`src/rtl/regfile_stream_reader_pkg.sv`:
```
// Shared definitions for the register-file stream reader: state encoding and
// the width defaults it shares with the 16x16 register file.
package regfile_stream_reader_pkg;

    localparam int DATA_W_DEF = 16;
    localparam int ADDR_W_DEF = 4;

    typedef enum logic [1:0] {
        ST_IDLE  = 2'd0,
        ST_FETCH = 2'd1,
        ST_SEND  = 2'd2
    } state_e;

endpackage

```
`src/rtl/regfile_stream_reader_if.sv`:
```
// Command, register-file read port and output stream of the stream reader.
// master = the reader, slave = the surrounding command/regfile/sink logic.
interface regfile_stream_reader_if #(
    parameter int DATA_W = regfile_stream_reader_pkg::DATA_W_DEF,
    parameter int ADDR_W = regfile_stream_reader_pkg::ADDR_W_DEF
);
    logic              start;
    logic [ADDR_W-1:0] start_addr;
    logic [ADDR_W-1:0] count;
    logic              busy;
    logic              done;

    logic [ADDR_W-1:0] rf_addr;
    logic [DATA_W-1:0] rf_data;

    logic              out_valid;
    logic              out_ready;
    logic [DATA_W-1:0] out_data;
    logic              out_last;

    modport master (
        input  start, start_addr, count, rf_data, out_ready,
        output busy, done, rf_addr, out_valid, out_data, out_last
    );

    modport slave (
        output start, start_addr, count, rf_data, out_ready,
        input  busy, done, rf_addr, out_valid, out_data, out_last
    );
endinterface

```
`src/rtl/regfile_stream_reader.sv`:
```
// Walks a wrapping range of register-file addresses through the asynchronous
// read port and emits each word on a valid/ready stream with a last marker.
module regfile_stream_reader #(
    parameter int DATA_W = regfile_stream_reader_pkg::DATA_W_DEF,
    parameter int ADDR_W = regfile_stream_reader_pkg::ADDR_W_DEF
) (
    input logic                     clk,
    input logic                     rst,
    regfile_stream_reader_if.master bus
);
    import regfile_stream_reader_pkg::*;

    localparam logic [ADDR_W-1:0] PTR_ONE  = {{(ADDR_W-1){1'b0}}, 1'b1};
    localparam logic [ADDR_W:0]   REM_ONE  = {{ADDR_W{1'b0}}, 1'b1};
    localparam logic [ADDR_W-1:0] PTR_ZERO = {ADDR_W{1'b0}};
    localparam logic [DATA_W-1:0] DATA_ZERO = {DATA_W{1'b0}};

    // A count of zero stands for a full sweep of the register file.
    function automatic logic [ADDR_W:0] decode_count(input logic [ADDR_W-1:0] cnt);
        if (cnt == PTR_ZERO) begin
            return {1'b1, {ADDR_W{1'b0}}};
        end else begin
            return {1'b0, cnt};
        end
    endfunction

    state_e            state_r, state_next_s;
    logic [ADDR_W-1:0] ptr_r, ptr_next_s;
    logic [ADDR_W:0]   remaining_r, remaining_next_s;
    logic [DATA_W-1:0] data_r, data_next_s;
    logic              valid_r, valid_next_s;
    logic              last_r, last_next_s;
    logic              done_r, done_next_s;
    logic              busy_r;
    logic              capture_s;

    // Next-state and datapath decode; a capture loads the word at ptr and advances.
    always_comb begin
        state_next_s     = state_r;
        ptr_next_s       = ptr_r;
        remaining_next_s = remaining_r;
        data_next_s      = data_r;
        valid_next_s     = valid_r;
        last_next_s      = last_r;
        done_next_s      = 1'b0;
        capture_s        = 1'b0;

        case (state_r)
            ST_IDLE: begin
                if (bus.start) begin
                    ptr_next_s       = bus.start_addr;
                    remaining_next_s = decode_count(bus.count);
                    state_next_s     = ST_FETCH;
                end else begin
                    state_next_s = ST_IDLE;
                end
            end
            ST_FETCH: begin
                capture_s    = 1'b1;
                state_next_s = ST_SEND;
            end
            ST_SEND: begin
                if (valid_r && bus.out_ready) begin
                    if (last_r) begin
                        valid_next_s = 1'b0;
                        last_next_s  = 1'b0;
                        done_next_s  = 1'b1;
                        state_next_s = ST_IDLE;
                    end else begin
                        capture_s = 1'b1;
                    end
                end else begin
                    state_next_s = ST_SEND;
                end
            end
            default: begin
                valid_next_s = 1'b0;
                last_next_s  = 1'b0;
                state_next_s = ST_IDLE;
            end
        endcase

        // Capture stops at remaining==1, so the decrement cannot underflow.
        if (capture_s) begin
            data_next_s      = bus.rf_data;
            valid_next_s     = 1'b1;
            last_next_s      = (remaining_r == REM_ONE);
            ptr_next_s       = ptr_r + PTR_ONE;
            remaining_next_s = remaining_r - REM_ONE;
        end else begin
            data_next_s = data_next_s;
        end
    end

    // State and output registers with synchronous reset.
    always_ff @(posedge clk) begin
        if (rst) begin
            state_r     <= ST_IDLE;
            ptr_r       <= PTR_ZERO;
            remaining_r <= {(ADDR_W+1){1'b0}};
            data_r      <= DATA_ZERO;
            valid_r     <= 1'b0;
            last_r      <= 1'b0;
            done_r      <= 1'b0;
            busy_r      <= 1'b0;
        end else begin
            state_r     <= state_next_s;
            ptr_r       <= ptr_next_s;
            remaining_r <= remaining_next_s;
            data_r      <= data_next_s;
            valid_r     <= valid_next_s;
            last_r      <= last_next_s;
            done_r      <= done_next_s;
            busy_r      <= (state_next_s != ST_IDLE);
        end
    end

    assign bus.rf_addr   = ptr_r;
    assign bus.out_data  = data_r;
    assign bus.out_valid = valid_r;
    assign bus.out_last  = last_r;
    assign bus.done      = done_r;
    assign bus.busy      = busy_r;

endmodule

```
`src/flat_wrapper.sv`:
```
// flat-port wrapper written by rule: the top's interface ports become plain ports
module regfile_stream_reader_flat import regfile_stream_reader_pkg::*;
#(
    parameter int DATA_W = regfile_stream_reader_pkg::DATA_W_DEF,
    parameter int ADDR_W = regfile_stream_reader_pkg::ADDR_W_DEF
)
  (clk, rst, bus_start, bus_start_addr, bus_count, bus_rf_data, bus_out_ready, bus_busy, bus_done, bus_rf_addr, bus_out_valid, bus_out_data, bus_out_last);
  regfile_stream_reader_if #(.DATA_W(DATA_W), .ADDR_W(ADDR_W)) bus_i ();
  input logic clk;
  input logic rst;
  input wire logic [$bits(bus_i.start)-1:0] bus_start;
  input wire logic [$bits(bus_i.start_addr)-1:0] bus_start_addr;
  input wire logic [$bits(bus_i.count)-1:0] bus_count;
  input wire logic [$bits(bus_i.rf_data)-1:0] bus_rf_data;
  input wire logic [$bits(bus_i.out_ready)-1:0] bus_out_ready;
  output wire logic [$bits(bus_i.busy)-1:0] bus_busy;
  output wire logic [$bits(bus_i.done)-1:0] bus_done;
  output wire logic [$bits(bus_i.rf_addr)-1:0] bus_rf_addr;
  output wire logic [$bits(bus_i.out_valid)-1:0] bus_out_valid;
  output wire logic [$bits(bus_i.out_data)-1:0] bus_out_data;
  output wire logic [$bits(bus_i.out_last)-1:0] bus_out_last;
  assign bus_i.start = bus_start;
  assign bus_i.start_addr = bus_start_addr;
  assign bus_i.count = bus_count;
  assign bus_i.rf_data = bus_rf_data;
  assign bus_i.out_ready = bus_out_ready;
  assign bus_busy = bus_i.busy;
  assign bus_done = bus_i.done;
  assign bus_rf_addr = bus_i.rf_addr;
  assign bus_out_valid = bus_i.out_valid;
  assign bus_out_data = bus_i.out_data;
  assign bus_out_last = bus_i.out_last;
  regfile_stream_reader #(.DATA_W(DATA_W), .ADDR_W(ADDR_W)) u_core (.clk(clk), .rst(rst), .bus(bus_i));
endmodule
```
`config.mk`:
```
export PLATFORM = sky130hd
export DESIGN_NAME = regfile_stream_reader_flat
export DESIGN_NICKNAME = d
export VERILOG_FILES = /design/src/rtl/regfile_stream_reader_pkg.sv /design/src/rtl/regfile_stream_reader_if.sv /design/src/rtl/regfile_stream_reader.sv /design/src/flat_wrapper.sv
export SDC_FILE = /design/constraint.sdc
export NUM_CORES = 1
export LEC_CHECK = 0
export BUFFER_PORTS_ARGS = -buffer_cell sky130_fd_sc_hd__buf_2
export CELL_PAD_IN_SITES_DETAIL_PLACEMENT = 0
export CELL_PAD_IN_SITES_GLOBAL_PLACEMENT = 1
export CORE_ASPECT_RATIO = 0.5
export CORE_UTILIZATION = 40
export CTS_BUF_LIST = sky130_fd_sc_hd__clkbuf_4 sky130_fd_sc_hd__clkbuf_8
export DETAILED_ROUTE_END_ITERATION = 10
export HOLD_SLACK_MARGIN = 0.05
export PLACE_DENSITY = 0.94
export SLEW_MARGIN = 5
export SYNTH_ARGS = -nofsm -noshare
export SYNTH_HDL_FRONTEND = slang
export SYNTH_SLANG_ARGS = --single-unit
```
`constraint.sdc`:
```
create_clock -name clk -period 3.3 [get_ports clk]
set_clock_uncertainty 0.1 [all_clocks]
set_input_delay 0.33 -clock clk [delete_from_list [all_inputs] [get_ports clk]]
set_output_delay 0.33 -clock clk [all_outputs]
set_load 0.02 [all_outputs]
```
==> impl_table.tex <==
\begin{tabular}{lr}
\hline
Metric & Value \\
\hline
\multicolumn{2}{l}{\textbf{Pwr}} \\
\quad Max IR drop VDD & 0.000225 V \\
\quad Pwr Density & between 400 and 500 nW/µm² \\
\quad Total Power Consumption & 0.862 mW \\
\quad Leakage power of the design & 0.811 nW \\
\multicolumn{2}{l}{\textbf{Layout}} \\
\quad Layout area overhead & 23.6\% \\
\quad \# fillers & 361 \\
\quad Final design area excluding fillers & 1860 µm² \\
\quad Number of cells in the finished layout apart from fillers & approximately 280 \\
\quad Net count reported at finish & 262 \\
\quad Share of cells above drive strength 1 & 32.2\% \\
\quad Number of antenna cells inserted & 0 \\
\multicolumn{2}{l}{\textbf{Run}} \\
\quad Number of violations of the max-capacitance limit & 0 \\
\multicolumn{2}{l}{\textbf{Global routing}} \\
\quad Via count of the first global-routing pass & 1,211 \\
\quad Residual overflow from global routing & 0 \\
\quad Largest net degree at the start of global routing & 36 \\
\quad Global-route wire length before repair & about 5200 µm \\
\quad Total Routing Usage GR & 18.0\% \\
\quad Initial antenna violation count & 0 \\
\multicolumn{2}{l}{\textbf{Detailed routing}} \\
\quad Count of antenna-violating nets left after detailed routing & 0 \\
\quad Vias post-DR & approximately 1,400 \\
\quad Drt total wl & 3390 µm \\
\quad Number of DRC violations after detailed-routing iteration 0 & 57 \\
\quad Via-per-instance ratio & between 4 and 5 \\
\quad Total DRC errors in the routed layout & 0 \\
\quad Detailed Routing Iterations Pass 1 & 4 \\
\quad Mean routed wirelength per cell & 12.2 µm \\
\multicolumn{2}{l}{\textbf{Logic synthesis}} \\
\quad Portion of the post-synthesis area used by sequential elements & 41.2\% \\
\quad Post-synth ARST share & 0\% \\
\quad Share of the synthesized area in the top cell type & 41.2\% \\
\quad Count of unique library cells instantiated by Yosys & 38 \\
\quad Syn Inst Count & 177 \\
\quad Synth cell count leaders & 48 x sky130\_fd\_sc\_hd\_\_nand2\_1, 31 x sky130\_fd\_sc\_hd\_\_dfxtp\_1, 21 x sky130\_fd\_sc\_hd\_\_a21oi\_1, 8 x sky130\_fd\_sc\_hd\_\_ha\_1, 6 x sky130\_fd\_sc\_hd\_\_o21ai\_0 \\
\quad Warnings, synthesis & 0 \\
\quad Mapped Nets & 213 \\
\quad Register bit count reported by yosys & 31 \\
\quad Count of flip-flops with a built-in enable after synthesis & 0 \\
\quad Cells taking the most area after synthesis & sky130\_fd\_sc\_hd\_\_dfxtp\_1 41\%, sky130\_fd\_sc\_hd\_\_nand2\_1 12\%, sky130\_fd\_sc\_hd\_\_a21oi\_1 7.0\% \\
\quad Cell Area, Synth & around 1500 µm² \\
\quad Cell accounting for the most synthesized area & sky130\_fd\_sc\_hd\_\_dfxtp\_1 \\
\quad Most frequent cell after synthesis & sky130\_fd\_sc\_hd\_\_nand2\_1 \\
\quad Most used flip-flop cell after synthesis & sky130\_fd\_sc\_hd\_\_dfxtp\_1 \\
\quad Average footprint of a synthesized cell & about 8.5 µm² \\
\multicolumn{2}{l}{\textbf{Worst setup path}} \\
\quad Crit Path Category & reg2reg \\
\quad Endpoint kind of the worst setup timing path & flop \\
\quad Required time at the endpoint of the critical path & 3.41 ns \\
\quad Startpoint kind of the worst setup timing path & flop \\
\quad Maximum fanout encountered on the critical timing path & 19 \\
\quad Arrival time at the worst endpoint & around 2.5 ns \\
\multicolumn{2}{l}{\textbf{CTS}} \\
\quad Clock latency reported for the late side of the worst-skew pair & 0.29 ns \\
\quad Root buffer cell & sky130\_fd\_sc\_hd\_\_clkbuf\_8 \\
\quad Total setup buffers inserted after CTS & 0 \\
\quad Post-CTS Hold Fix Bufs & 0 \\
\quad Sink Count & 31 \\
\quad Deepest level of the CTS H-tree & 2 \\
\quad Clock buffer depth & 2 \\
\quad Clock tree from TritonCTS & done \\
\quad Clk pin slew, worst setup/hold paths & 0.07 ns \\
\quad CTS-repair resized insts & 0 \\
\quad Total CTS buffers & 5 \\
\multicolumn{2}{l}{\textbf{Timing}} \\
\quad Peak Freq & 425 MHz \\
\quad Relative slew slack & a little over half \\
\quad Unrepaired setup endpoints after global routing & false \\
\quad Final number of setup-violating endpoints & 0 \\
\quad Portion of the clock cycle consumed by the worst path in the final layout & between 70\% and 80\% \\
\quad Time the final worst path needs with I/O delays and setup & 2.35 ns \\
\quad Transition at the pin with the smallest max-transition slack & 0.710 ns \\
\quad Worst hold-check slack & 0.174 ns \\
\quad Hold violation total from the final report & 0 \\
\quad Count of final max-slew check failures & 0 \\
\quad Post-route setup TNS & 0 ns \\
\multicolumn{2}{l}{\textbf{Worst hold path}} \\
\quad Worst hold path class & in2reg \\
\multicolumn{2}{l}{\textbf{Floorplanning}} \\
\quad Number of standard-cell rows in the floorplan & 15 \\
\quad Initial cell density of the core & 42.9\% \\
\quad Top-level port count & 52 \\
\quad Area inside the core boundary & $\sim$3500 µm² \\
\quad Die X-Extent & a little under 90 µm \\
\quad DIE AREA & 4030 µm² \\
\quad Die height & 45.4 µm \\
\multicolumn{2}{l}{\textbf{Place}} \\
\quad Placement-stage cell area & 1770 µm² \\
\quad Input/output buffers & a little over 50 \\
\quad HPWL after detailed placement & about 2300 µm \\
\quad Placer's final routability congestion estimate & 0.724 \\
\quad Cells after DPL & between 200 and 300 \\
\multicolumn{2}{l}{\textbf{Status}} \\
\quad Result of the run & finished clean \\
\hline
\end{tabular}
[registers in the layout, summed over array words and instances, names as in the netlist]
register and flops:
u_core.remaining_r 5, u_core.bus.out_data 16, u_core.bus.done 1, u_core.bus.busy 1, u_core.bus.out_last 1, u_core.bus.rf_addr 4
u_core.bus.out_valid 1, u_core.state_r 2
[metal layers]
metal  vias up  wire [µm]  global-route usage [%]
met5         -          0                       0
met4         0         53                    8.71
met3         6        200                    6.70
met2        33       1460                    29.8
met1       624       1680                    21.1
li1        697          -                       -
[final timing paths]
path / startpoint / endpoint / slack [ns] / cells past startpoint
worst min register to register: u_core.bus.out_data[12] / u_core.bus.out_data[12] / 0.35 / 2
worst max-delay path: u_core.state_r[0] / u_core.remaining_r[2] / 0.95 / 7
worst min-delay path: bus_rf_data[7] / u_core.bus.out_data[7] / 0.17 / 3
worst max register to register: u_core.state_r[0] / u_core.remaining_r[2] / 0.95 / 7
[cell type report]
type	count	area [µm²]	share of cell area, %
clock buffer	7	83.8	4.50
clock inverter	1	5.00	0.269
inverter	4	15.0	0.806
multi-input combinational	131	803	43.1
sequential	31	621	33.3
tap	51	63.8	3.43
timing repair buffer	53	270	14.5
[cells by family after synthesis]
kind of cell / synth area share (%)
adders and majority gates: 6.64
AOI/OAI and AO/OA: 17.0
muxes: 6.15
and+or+nand+nor: 22.9
DFF: 41.2
buffers and inverters: 5.48
xor gates and xnor gates: 0.582
[per-stage QoR]
step,worst slack (ns),util (%)
after floorplan,1.48,-
after global placement,1.07,50.5
after detailed placement,0.978,50.5
after CTS,0.965,53.0
after global routing,0.819,53.0
final,0.946,53.0
[worst max-delay path, cell delays in order (launching register included)]
cell	delay (ns)
sky130_fd_sc_hd__dfxtp_1	0.38
sky130_fd_sc_hd__inv_1	0.12
sky130_fd_sc_hd__ha_1	0.26
sky130_fd_sc_hd__and4b_1	0.25
sky130_fd_sc_hd__o21ai_2	0.40
sky130_fd_sc_hd__buf_4	0.32
sky130_fd_sc_hd__mux2_2	0.37
sky130_fd_sc_hd__o22ai_2	0.08
[placed cells by master (no fill, tap or decap), types with 2 or more instances in the layout]
master	instances
sky130_fd_sc_hd__buf_2	51
sky130_fd_sc_hd__nand2_1	48
sky130_fd_sc_hd__dfxtp_1	31
sky130_fd_sc_hd__a21oi_1	21
sky130_fd_sc_hd__ha_1	8
sky130_fd_sc_hd__o21ai_0	6
sky130_fd_sc_hd__nand2b_1	5
sky130_fd_sc_hd__clkbuf_8	5
sky130_fd_sc_hd__inv_1	4
sky130_fd_sc_hd__mux2_4	4
sky130_fd_sc_hd__nor3_1	4
sky130_fd_sc_hd__or3_1	3
sky130_fd_sc_hd__nand3_1	3
sky130_fd_sc_hd__nor2_1	3
sky130_fd_sc_hd__mux2_2	2
sky130_fd_sc_hd__o22ai_2	2
sky130_fd_sc_hd__a221oi_1	2
sky130_fd_sc_hd__clkbuf_4	2
sky130_fd_sc_hd__buf_4	2
[where the power goes]
group	leakage, nW	switching [mW]	total, mW	internal [mW]
registers	0.252	0.0157	0.409	0.393
clock network	0.0491	0.143	0.307	0.164
logic	0.510	0.0802	0.146	0.0660
No activity file was read; power rests on OpenSTA's default activity.
